File: src/rtl/shift_seq_pkg.sv
// Shared definitions for the shift sequencer: FSM state encoding and the
// divider width used when SHIFT_SEQUENCER_DIV_EN is defined.
package shift_seq_pkg;

  typedef enum logic [1:0] {
    IDLE  = 2'd0,
    SHIFT = 2'd1,
    HOLD  = 2'd2
  } state_e;

  localparam int DIV_W = 8;

endpackage : shift_seq_pkg

File: src/rtl/shift_bit_counter.sv
// Shift-position counter for the shift sequencer. Counts 0..DEPTH-1 on the
// increment strobe and flags the last position. When SHIFT_SEQUENCER_DIV_EN
// is defined it also owns the divider down-counter that paces the shifts.
module shift_bit_counter
  import shift_seq_pkg::*;
#(
  parameter int DEPTH = 8,
  parameter int CNT_W = $clog2(DEPTH)
) (
  input  logic             clk,
  input  logic             reset_n,
  input  logic             clear_i,
  input  logic             inc_i,
`ifdef SHIFT_SEQUENCER_DIV_EN
  input  logic             active_i,
  input  logic [DIV_W-1:0] div_i,
  output logic             tick_o,
`endif
  output logic             last_o
);

  logic [CNT_W-1:0] cnt_q;
  logic [CNT_W-1:0] cnt_d;

  // Next shift position: restart on a new word, step on each shift.
  always_comb begin
    cnt_d = cnt_q;
    if (clear_i) begin
      cnt_d = {CNT_W{1'b0}};
    end else if (inc_i) begin
      cnt_d = cnt_q + {{(CNT_W-1){1'b0}}, 1'b1};
    end else begin
      cnt_d = cnt_q;
    end
  end

  // Shift position register.
  always_ff @(posedge clk or negedge reset_n) begin
    if (!reset_n) begin
      cnt_q <= {CNT_W{1'b0}};
    end else begin
      cnt_q <= cnt_d;
    end
  end

  assign last_o = (cnt_q == CNT_W'(DEPTH - 1));

`ifdef SHIFT_SEQUENCER_DIV_EN
  logic [DIV_W-1:0] div_val_q;
  logic [DIV_W-1:0] div_val_d;
  logic [DIV_W-1:0] div_cnt_q;
  logic [DIV_W-1:0] div_cnt_d;

  // Divider: first pulse right after accept (count starts at 0), then reload
  // with the sampled divisor after every pulse and count down to the next one.
  always_comb begin
    div_val_d = div_val_q;
    div_cnt_d = div_cnt_q;
    if (clear_i) begin
      div_val_d = div_i;
      div_cnt_d = {DIV_W{1'b0}};
    end else if (inc_i) begin
      div_cnt_d = div_val_q;
    end else if (active_i && (div_cnt_q != {DIV_W{1'b0}})) begin
      div_cnt_d = div_cnt_q - {{(DIV_W-1){1'b0}}, 1'b1};
    end else begin
      div_cnt_d = div_cnt_q;
    end
  end

  // Divider registers.
  always_ff @(posedge clk or negedge reset_n) begin
    if (!reset_n) begin
      div_val_q <= {DIV_W{1'b0}};
      div_cnt_q <= {DIV_W{1'b0}};
    end else begin
      div_val_q <= div_val_d;
      div_cnt_q <= div_cnt_d;
    end
  end

  assign tick_o = (div_cnt_q == {DIV_W{1'b0}});
`endif

endmodule : shift_bit_counter

File: src/rtl/shift_sequencer.sv
// Shift sequencer: turns a DEPTH-deep serial shift register channel into a
// full-duplex word port. A word accepted on start_valid/start_ready is
// shifted out on sr_in over DEPTH enabled cycles while sr_out is captured;
// the captured word is returned on rx_valid/rx_ready.
// Optional macro SHIFT_SEQUENCER_DIV_EN adds the div input, which spaces
// the shift enables div+1 cycles apart.
module shift_sequencer
  import shift_seq_pkg::*;
#(
  parameter int DEPTH = 8,
  parameter int CNT_W = $clog2(DEPTH)
) (
  input  logic             clk,
  input  logic             reset_n,
  input  logic             start_valid,
  output logic             start_ready,
  input  logic [DEPTH-1:0] tx_data,
  input  logic             msb_first,
`ifdef SHIFT_SEQUENCER_DIV_EN
  input  logic [DIV_W-1:0] div,
`endif
  output logic             sr_enable,
  output logic             sr_in,
  input  logic             sr_out,
  output logic             rx_valid,
  input  logic             rx_ready,
  output logic [DEPTH-1:0] rx_data,
  output logic             busy
);

  state_e           state_q;
  state_e           state_d;
  logic [DEPTH-1:0] tx_q;
  logic [DEPTH-1:0] tx_d;
  logic [DEPTH-1:0] rx_sh_q;
  logic [DEPTH-1:0] rx_sh_d;
  logic [DEPTH-1:0] rx_data_q;
  logic [DEPTH-1:0] rx_data_d;
  logic             msb_q;
  logic             msb_d;
  logic             accept_s;
  logic             shift_s;
  logic             last_s;
  logic             tick_s;

  assign accept_s = (state_q == IDLE) && start_valid;
  assign shift_s  = (state_q == SHIFT) && tick_s;

  shift_bit_counter #(
    .DEPTH (DEPTH),
    .CNT_W (CNT_W)
  ) u_counter (
    .clk      (clk),
    .reset_n  (reset_n),
    .clear_i  (accept_s),
    .inc_i    (shift_s),
`ifdef SHIFT_SEQUENCER_DIV_EN
    .active_i (state_q == SHIFT),
    .div_i    (div),
    .tick_o   (tick_s),
`endif
    .last_o   (last_s)
  );

`ifndef SHIFT_SEQUENCER_DIV_EN
  assign tick_s = 1'b1;
`endif

  // Next-state logic for the IDLE -> SHIFT -> HOLD -> IDLE sequence.
  always_comb begin
    state_d = state_q;
    case (state_q)
      IDLE: begin
        if (start_valid) begin
          state_d = SHIFT;
        end else begin
          state_d = IDLE;
        end
      end
      SHIFT: begin
        if (shift_s && last_s) begin
          state_d = HOLD;
        end else begin
          state_d = SHIFT;
        end
      end
      HOLD: begin
        if (rx_ready) begin
          state_d = IDLE;
        end else begin
          state_d = HOLD;
        end
      end
      default: begin
        state_d = IDLE;
      end
    endcase
  end

  // Datapath next values: load on accept, shift tx/rx on each enabled
  // cycle, and publish the rx word on the final shift.
  always_comb begin
    tx_d      = tx_q;
    rx_sh_d   = rx_sh_q;
    rx_data_d = rx_data_q;
    msb_d     = msb_q;
    if (accept_s) begin
      tx_d    = tx_data;
      msb_d   = msb_first;
      rx_sh_d = {DEPTH{1'b0}};
    end else if (shift_s) begin
      if (msb_q) begin
        tx_d    = {tx_q[DEPTH-2:0], 1'b0};
        rx_sh_d = {rx_sh_q[DEPTH-2:0], sr_out};
      end else begin
        tx_d    = {1'b0, tx_q[DEPTH-1:1]};
        rx_sh_d = {sr_out, rx_sh_q[DEPTH-1:1]};
      end
      if (last_s) begin
        rx_data_d = rx_sh_d;
      end else begin
        rx_data_d = rx_data_q;
      end
    end else begin
      tx_d = tx_q;
    end
  end

  // State and datapath registers; reset aborts any word in flight.
  always_ff @(posedge clk or negedge reset_n) begin
    if (!reset_n) begin
      state_q   <= IDLE;
      tx_q      <= {DEPTH{1'b0}};
      rx_sh_q   <= {DEPTH{1'b0}};
      rx_data_q <= {DEPTH{1'b0}};
      msb_q     <= 1'b0;
    end else begin
      state_q   <= state_d;
      tx_q      <= tx_d;
      rx_sh_q   <= rx_sh_d;
      rx_data_q <= rx_data_d;
      msb_q     <= msb_d;
    end
  end

  // Outputs are pure decodes of registered state, so nothing on the shift
  // register side depends combinationally on any input.
  assign start_ready = (state_q == IDLE);
  assign busy        = (state_q != IDLE);
  assign rx_valid    = (state_q == HOLD);
  assign sr_enable   = shift_s;
  assign sr_in       = (state_q == SHIFT) && (msb_q ? tx_q[DEPTH-1] : tx_q[0]);
  assign rx_data     = rx_data_q;

endmodule : shift_sequencer

File: config.mk
export PLATFORM = sky130hd
export DESIGN_NAME = shift_sequencer
export DESIGN_NICKNAME = d
export VERILOG_FILES = /design/src/rtl/shift_seq_pkg.sv /design/src/rtl/shift_bit_counter.sv /design/src/rtl/shift_sequencer.sv
export SDC_FILE = /design/constraint.sdc
export NUM_CORES = 1
export LEC_CHECK = 0
export CAP_MARGIN = 20
export CORE_UTILIZATION = 50
export DETAILED_ROUTE_END_ITERATION = 6
export GPL_TIMING_DRIVEN = 0
export PLACE_DENSITY = 0.89
export SLEW_MARGIN = 25
export SYNTH_ARGS = -nofsm -noshare
export SYNTH_HDL_FRONTEND = slang
export SYNTH_SLANG_ARGS = --single-unit
File: constraint.sdc
create_clock -name clk -period 1.8 [get_ports clk]
set_clock_uncertainty 0.15 [all_clocks]
set_input_delay 0.45 -clock clk [delete_from_list [all_inputs] [get_ports clk]]
set_output_delay 0.45 -clock clk [all_outputs]
set_load 0.01 [all_outputs]
==> results of run 1 <==
## what timing repair did
item	in CTS	in global routing
hold buffers	1	0
pin swaps	2	2
endpoints found under the setup margin	13	14
gates resized for setup	38	4
hold endpoints to repair	7	0
setup buffers	9	1
## routing by layer
metal | track usage [%] | part of all wire [%] | vias up
met5 | 0 | 0 | -
met4 | 9.58 | 1.5 | 0
met3 | 6.83 | 3.8 | 7
met2 | 44.0 | 53 | 40
met1 | 29.6 | 42 | 618
li1 | - | - | 576
## flip-flops by register name, indices dropped and copies added, names as in the netlist
| signal | count |
|---|---|
| msb_q | 1 |
| rx_data | 8 |
| rx_sh_q | 8 |
| state_q | 2 |
| tx_q | 8 |
| u_counter.cnt_q | 3 |
## area by class of cell
type / count / area share (%)
multi-input cells: 102 / 32.8
inverters: 4 / 1.08
flip-flops and latches: 30 / 40.5
repair buffers: 37 / 16.9
plain buffers: 5 / 2.49
well taps: 30 / 2.02
clock buffers: 8 / 4.24
## through the flow
stage | total power [mW] | cells | area, sq um
after CTS | 3.12 | 215 | 1860
after global placement | 2.48 | 199 | 1710
after floorplan | 2.03 | 143 | 1410
after detailed placement | 2.55 | 199 | 1710
final | 3.17 | 216 | 1860
after global routing | 3.38 | 216 | 1860
## cells by family after synthesis
| family | after synthesis | synth area share, % |
|---|---|---|
| DFF | 30 | 53.1 |
| adders and majority gates | 2 | 1.77 |
| buffers and inverters | 11 | 5.22 |
| muxes | 9 | 6.37 |
| AOI/OAI and AO/OA | 41 | 16.4 |
| and+or+nand+nor | 50 | 17.2 |
## worst min-delay path: cells and delay by family, from the launching register on
| family | cells | cell delay (ns) |
|---|---|---|
| DFF | 1 | 0.35 |
| and+or+nand+nor | 1 | 0.04 |
| AOI/OAI and AO/OA | 1 | 0.06 |
## power by group through the flow
| stage | clock (mW) | combinational (mW) | sequential, mW |
|---|---|---|---|
| floorplan | 0 | 0.867 | 1.17 |
| global placement | 0 | 1.32 | 1.17 |
| detailed placement | 0 | 1.37 | 1.19 |
| CTS | 0.503 | 1.47 | 1.15 |
| global route | 0.537 | 1.64 | 1.20 |
| finish | 0.498 | 1.50 | 1.17 |
## cell usage in the layout, fill, tap and decap left out, types with 6 or more instances in the layout
master and n:
buf_4 9, dlygate4sd2_1 8, dfrtp_1 28, nand2_1 31, clkdlybuf4s50_1 12, buf_2 6, mux2i_1 9, o21ai_0 26
a211oi_1 6, clkbuf_4 6
## worst paths after layout
check	slack [ns]	to	depth (start not counted)	startpoint
hold reg to reg	0.33	rx_data[2]	2	rx_data[2]
hold / removal	0.33	rx_data[2]	2	rx_data[2]
setup / recovery	-0.07	sr_in	4	msb_q
min in group asynchronous	0.55	u_counter.cnt_q[2]	2	reset_n
max in group asynchronous	0.49	state_q[1]	2	reset_n
setup reg to reg	0.08	tx_q[6]	6	state_q[1]
==> run_results.csv, run 1 <==
group,metric,value,unit
timing,slew_viol_final,0,
critical_path,end_kind,"output port",
floorplan,dieArea,3040,sq um
global_routing,grt.overflow.total,0,
yosys,syn_avg_cell_area,9.89,sq um
detailed_routing,remaining_drc_errors,0,
min_path,hold_path.class,"flip-flop to flip-flop",
global_routing,grt_pass1_wl,5180,um
yosys,syn_nets,159,
outcome,status,"finished with violations",
finish,final_nets,201,
yosys,yosysTopAreaCell,"dfrtp_1",
critical_path,cp_slowest_cell,"dfrtp_1",
pwr,p_comb_share,47.4,%
global_routing,grt_max_degree,31,
floorplan,core,2570,sq um
yosys,yosysMostFrequentCell,"nand2_1",
global_routing,track_usage,25.3,%
critical_path,slowest_delay,0.42,ns
yosys,syn_area,1410,sq um
yosys,yosys_warnings,0,
yosys,synthTopCellsByArea,"dfrtp_1, o21ai_0, nand2_1, mux2i_1, a211oi_1",
critical_path,crit_arrival,1.27,ns
floorplan,die_h,55.2,um
yosys,ys_types,25,
critical_path,crit_chain,"buf_6 > mux2i_1 > nor2_2 > buf_2",
timing,fmax,535,MHz
global_routing,antenna_found_initial,0,
clocking,cts_tree,"yes",
critical_path,critPathMaxFanout,2,
floorplan,dieWidth,55.2,um
pwr,power.density,1700,nW/um^2
detailed_routing,drt-pass1-iter-count,4,
yosys,ys_seq_elements,30,
placed_design,post-dp-hpwl,2130,um
timing,setup_slack,-0.0692,ns
finish,postLayoutCoreUtil,72.5,%
timing,fin_hold_ws,0.328,ns
placed_design,gp_congestion,0.804,
finish,antennaDiodeCount,0,
timing,post-route-min-period,1.87,ns
pwr,vdd_drop_max,1130,uV
finish,multiInputGateArea,609,sq um
flow_run,drv_cap,0,
clocking,clk_path_buf_depth,2,
yosys,synth_top_area_share,53.1,%
pwr,switching_share,38.5,%
clocking,htreeDepth,2,
clocking,cts-root-buf,"clkbuf_4",
placed_design,dp_slack,-0.434,ns
yosys,syn_inst,143,
pwr,clkPwrFrac,15.7,%
global_routing,grt_pass1_vias,1153,
yosys,synth_edf_count,0,
floorplan,row_count,18,
timing,post-route-period-util,104,%
pwr,seq_power_share,36.9,%
timing,worst_pin_slew,0.669,ns
pwr,switching_power,1.22,mW
timing,setup_tns,-0.192,ns
critical_path,crit_buf_inv,2,
detailed_routing,postRouteAntennaNets,0,
finish,seq_area,753,sq um
timing,hold_viol,0,
floorplan,initial_core_util,55.1,%
timing,setup_viol,3,
clocking,insertion_delay,0.33,ns
timing,rsz0062_at_grt,"true",
floorplan,ios,27,
clocking,path_clk_slew,0.09,ns
finish,drive_gt1_share,21.5,%
yosys,synth_common_cells,"nand2_1, dfrtp_1, o21ai_0",
critical_path,critPathKind,"flip-flop to output port",
finish,syn_to_final_growth,31.6,%
critical_path,crit_required,1.20,ns
detailed_routing,wl_per_cell,15.6,um
finish,n_fill_cell,187,
outcome,violations,"negative setup slack",
pwr,leakagePower,0.884,nW
placed_design,port_buffers,26,
yosys,synth_async_sr_flop_share,100,%
pwr,power.internal,1.95,mW
critical_path,start_kind,"flip-flop",
yosys,ys.flop_type,"dfrtp_1",
critical_path,critPathTopFamily,"flip-flops",
detailed_routing,drtIter0Drc,36,
clocking,cts.sinks,30,
detailed_routing,wirelength,3370,um
yosys,yosysSeqAreaShare,53.1,%
detailed_routing,num_vias,1241,
detailed_routing,routed_via_density,5.75,
timing,maxSlewHeadroom,55.4,%
clocking,cts_buffers,5,
No activity file was read; power rests on OpenSTA's default activity.
==> run 2, diff against run 1 <==
- CORE_ASPECT_RATIO: unset -> 0.7
==> run_results.csv, run 2 (synthesis gave the netlist of run 1 again) <==
group,metric,value,unit
outcome,status,"finished with violations",
outcome,violations,"negative setup slack",
clocking,insertion_delay,0.29,ns
critical_path,slowest_delay,0.44,ns
placed_design,post-dp-hpwl,2250,um
critical_path,reg2reg_slack,0,ns
detailed_routing,postRouteAntennaNets,0,
placed_design,dp_slack,-0.411,ns
floorplan,die_h,46.5,um
detailed_routing,remaining_drc_errors,0,
global_routing,grt_pass1_wl,5930,um
clocking,path_clk_slew,0.07,ns
critical_path,crit_buf_inv,3,
clocking,cts_hold_buf,0,
pwr,vdd_drop_max,1190,uV
finish,final_nets,206,
clocking,cts_buffers,5,
global_routing,track_usage,28.2,%
finish,final_common_cell,"nand2_1",
timing,worst_pin_slew,0.663,ns
pwr,switching_share,38.5,%
timing,fin_hold_ws,0.0414,ns
placed_design,gp_congestion,0.806,
clocking,cts_tree,"yes",
finish,seq_area,754,sq um
floorplan,dieArea,3050,sq um
flow_run,drv_cap,0,
critical_path,r2r-start,"state_q[1]",
floorplan,row_count,15,
critical_path,critPathMaxFanout,3,
timing,fmax,544,MHz
pwr,leakagePower,0.987,nW
detailed_routing,num_vias,1329,
pwr,switching_power,1.41,mW
finish,postLayoutCoreUtil,77.8,%
global_routing,grt.overflow.total,0,
timing,hold_viol,0,
clocking,htreeDepth,2,
pwr,power.internal,2.26,mW
detailed_routing,routed_via_density,5.91,
timing,post-route-period-util,102,%
timing,post-route-min-period,1.84,ns
pwr,power.density,1840,nW/um^2
floorplan,core,2570,sq um
floorplan,initial_core_util,55.0,%
global_routing,grt_max_degree,31,
finish,n_fill_cell,128,
clocking,cts.sinks,30,
finish,drive_gt1_share,25.1,%
clocking,cts-root-buf,"clkbuf_8",
finish,layout_common_cells,"nand2_1, dfrtp_1, o21ai_0",
detailed_routing,drt-pass1-iter-count,4,
clocking,clk_path_buf_depth,2,
floorplan,dieWidth,65.6,um
timing,slew_viol_final,0,
finish,syn_to_final_growth,41.4,%
critical_path,crit_arrival,1.24,ns
timing,rsz0062_at_grt,"true",
pwr,clkPwrFrac,18.1,%
critical_path,critPathTopFamily,"flip-flops",
floorplan,ios,27,
detailed_routing,wirelength,4290,um
critical_path,crit_required,1.20,ns
timing,maxSlewHeadroom,55.8,%
placed_design,port_buffers,26,
critical_path,critPathKind,"flip-flop to output port",
finish,multiInputGateArea,624,sq um
min_path,hold_path.class,"primary input to asynchronous set/reset pin",
critical_path,crit_path_frequent_cell,"buf_6",
global_routing,antenna_found_initial,0,
critical_path,rr_worst_depth,6,
finish,antennaDiodeCount,0,
critical_path,timing.rr.end,"tx_q[4]",
timing,setup_slack,-0.0376,ns
critical_path,start_kind,"flip-flop",
global_routing,grt_pass1_vias,1254,
critical_path,end_kind,"output port",
detailed_routing,drtIter0Drc,145,
critical_path,cp_slowest_cell,"dfrtp_2",
detailed_routing,wl_per_cell,19.1,um
timing,setup_viol,4,
critical_path,crit_chain,"buf_6 > or2_4 > inv_2 > buf_6",
pwr,p_comb_share,49.1,%
pwr,seq_power_share,32.8,%
-- run 2: cell types whose count changed in the layout (fill, tap and decap cells not counted), sizes merged --
| cell | previous run | this run |
|---|---|---|
| dlygate4sd2 | 8 | 0 |
| buf | 20 | 26 |
| dlymetal6s2s | 0 | 6 |
| clkbuf | 9 | 5 |
| clkdlybuf4s50 | 12 | 14 |
| clkinv | 1 | 3 |
| bufinv | 0 | 1 |
| clkdlybuf4s15 | 0 | 1 |
| dlygate4sd3 | 1 | 0 |
-- run 2: worst max-delay path by stage --
stage,slack (ns),startpoint,depth (start not counted),end
2_1_floorplan,0.15,state_q[1],4,sr_in
3_3_place_gp,-0.40,state_q[1],5,sr_in
3_5_place_dp,-0.41,state_q[1],5,sr_in
4_1_cts,-0.04,msb_q,4,sr_in
5_1_grt,-0.07,state_q[1],6,tx_q[4]
6_report,-0.04,state_q[1],4,start_ready
-- run 2: layout make-up --
type                    count  share of cell area (%)
repair buffers             42                    19.9
flip-flops and latches     30                    37.7
well taps                  34                    2.13
inverters                   4                    1.00
clock inverters             3                    2.00
plain buffers               5                    2.57
multi-input cells         102                    31.2
clock buffers               5                    3.44
-- run 2: worst register-to-register path, delay by kind of cell (launching register included) --
family / cells / cell delay, ns
flops: 1 / 0.44
compound gates: 2 / 0.46
simple gates: 1 / 0.18
buf+inv: 3 / 0.42
-- run 2: layer usage --
layer	share of wire (%)	track usage, %	vias to the layer above
li1	-	-	586
met1	38	33.1	637
met2	48	46.6	79
met3	8.5	10.9	27
met4	5.4	12.6	0
met5	0	0	-
-- run 2: per-stage QoR --
| stage | std cells | TNS, ns | total power [mW] | cell area, sq um |
|---|---|---|---|---|
| final | 225 | -0.109 | 3.67 | 2000 |
| after global routing | 225 | -0.336 | 3.88 | 2000 |
| after CTS | 218 | -0.0540 | 3.46 | 1930 |
| after detailed placement | 203 | -2.25 | 2.56 | 1710 |
| after global placement | 203 | -11.29 | 2.48 | 1720 |
| after floorplan | 143 | 0 | 2.03 | 1410 |
-- run 2: what timing repair did --
item / 4_1_cts / 5_1_grt
gates resized for setup: 38 / 9
gates cloned: 0 / 0
buffers inserted: 9 / 7
pin swaps: 2 / 2
setup endpoints to repair: 5 / 17
-- run 2: power groups by stage --
stage	registers, mW	clock network (mW)	logic, mW
2_1_floorplan	1.17	0	0.867
3_3_place_gp	1.17	0	1.32
3_5_place_dp	1.18	0	1.37
4_1_cts	1.18	0.680	1.60
5_1_grt	1.23	0.703	1.95
6_report	1.20	0.666	1.80
==> run 3, diff against run 2 <==
- CAP_MARGIN: 20 -> unset
==> results of run 3 <==
No change in the layout: final DEF, timing and power equal those of run 2.
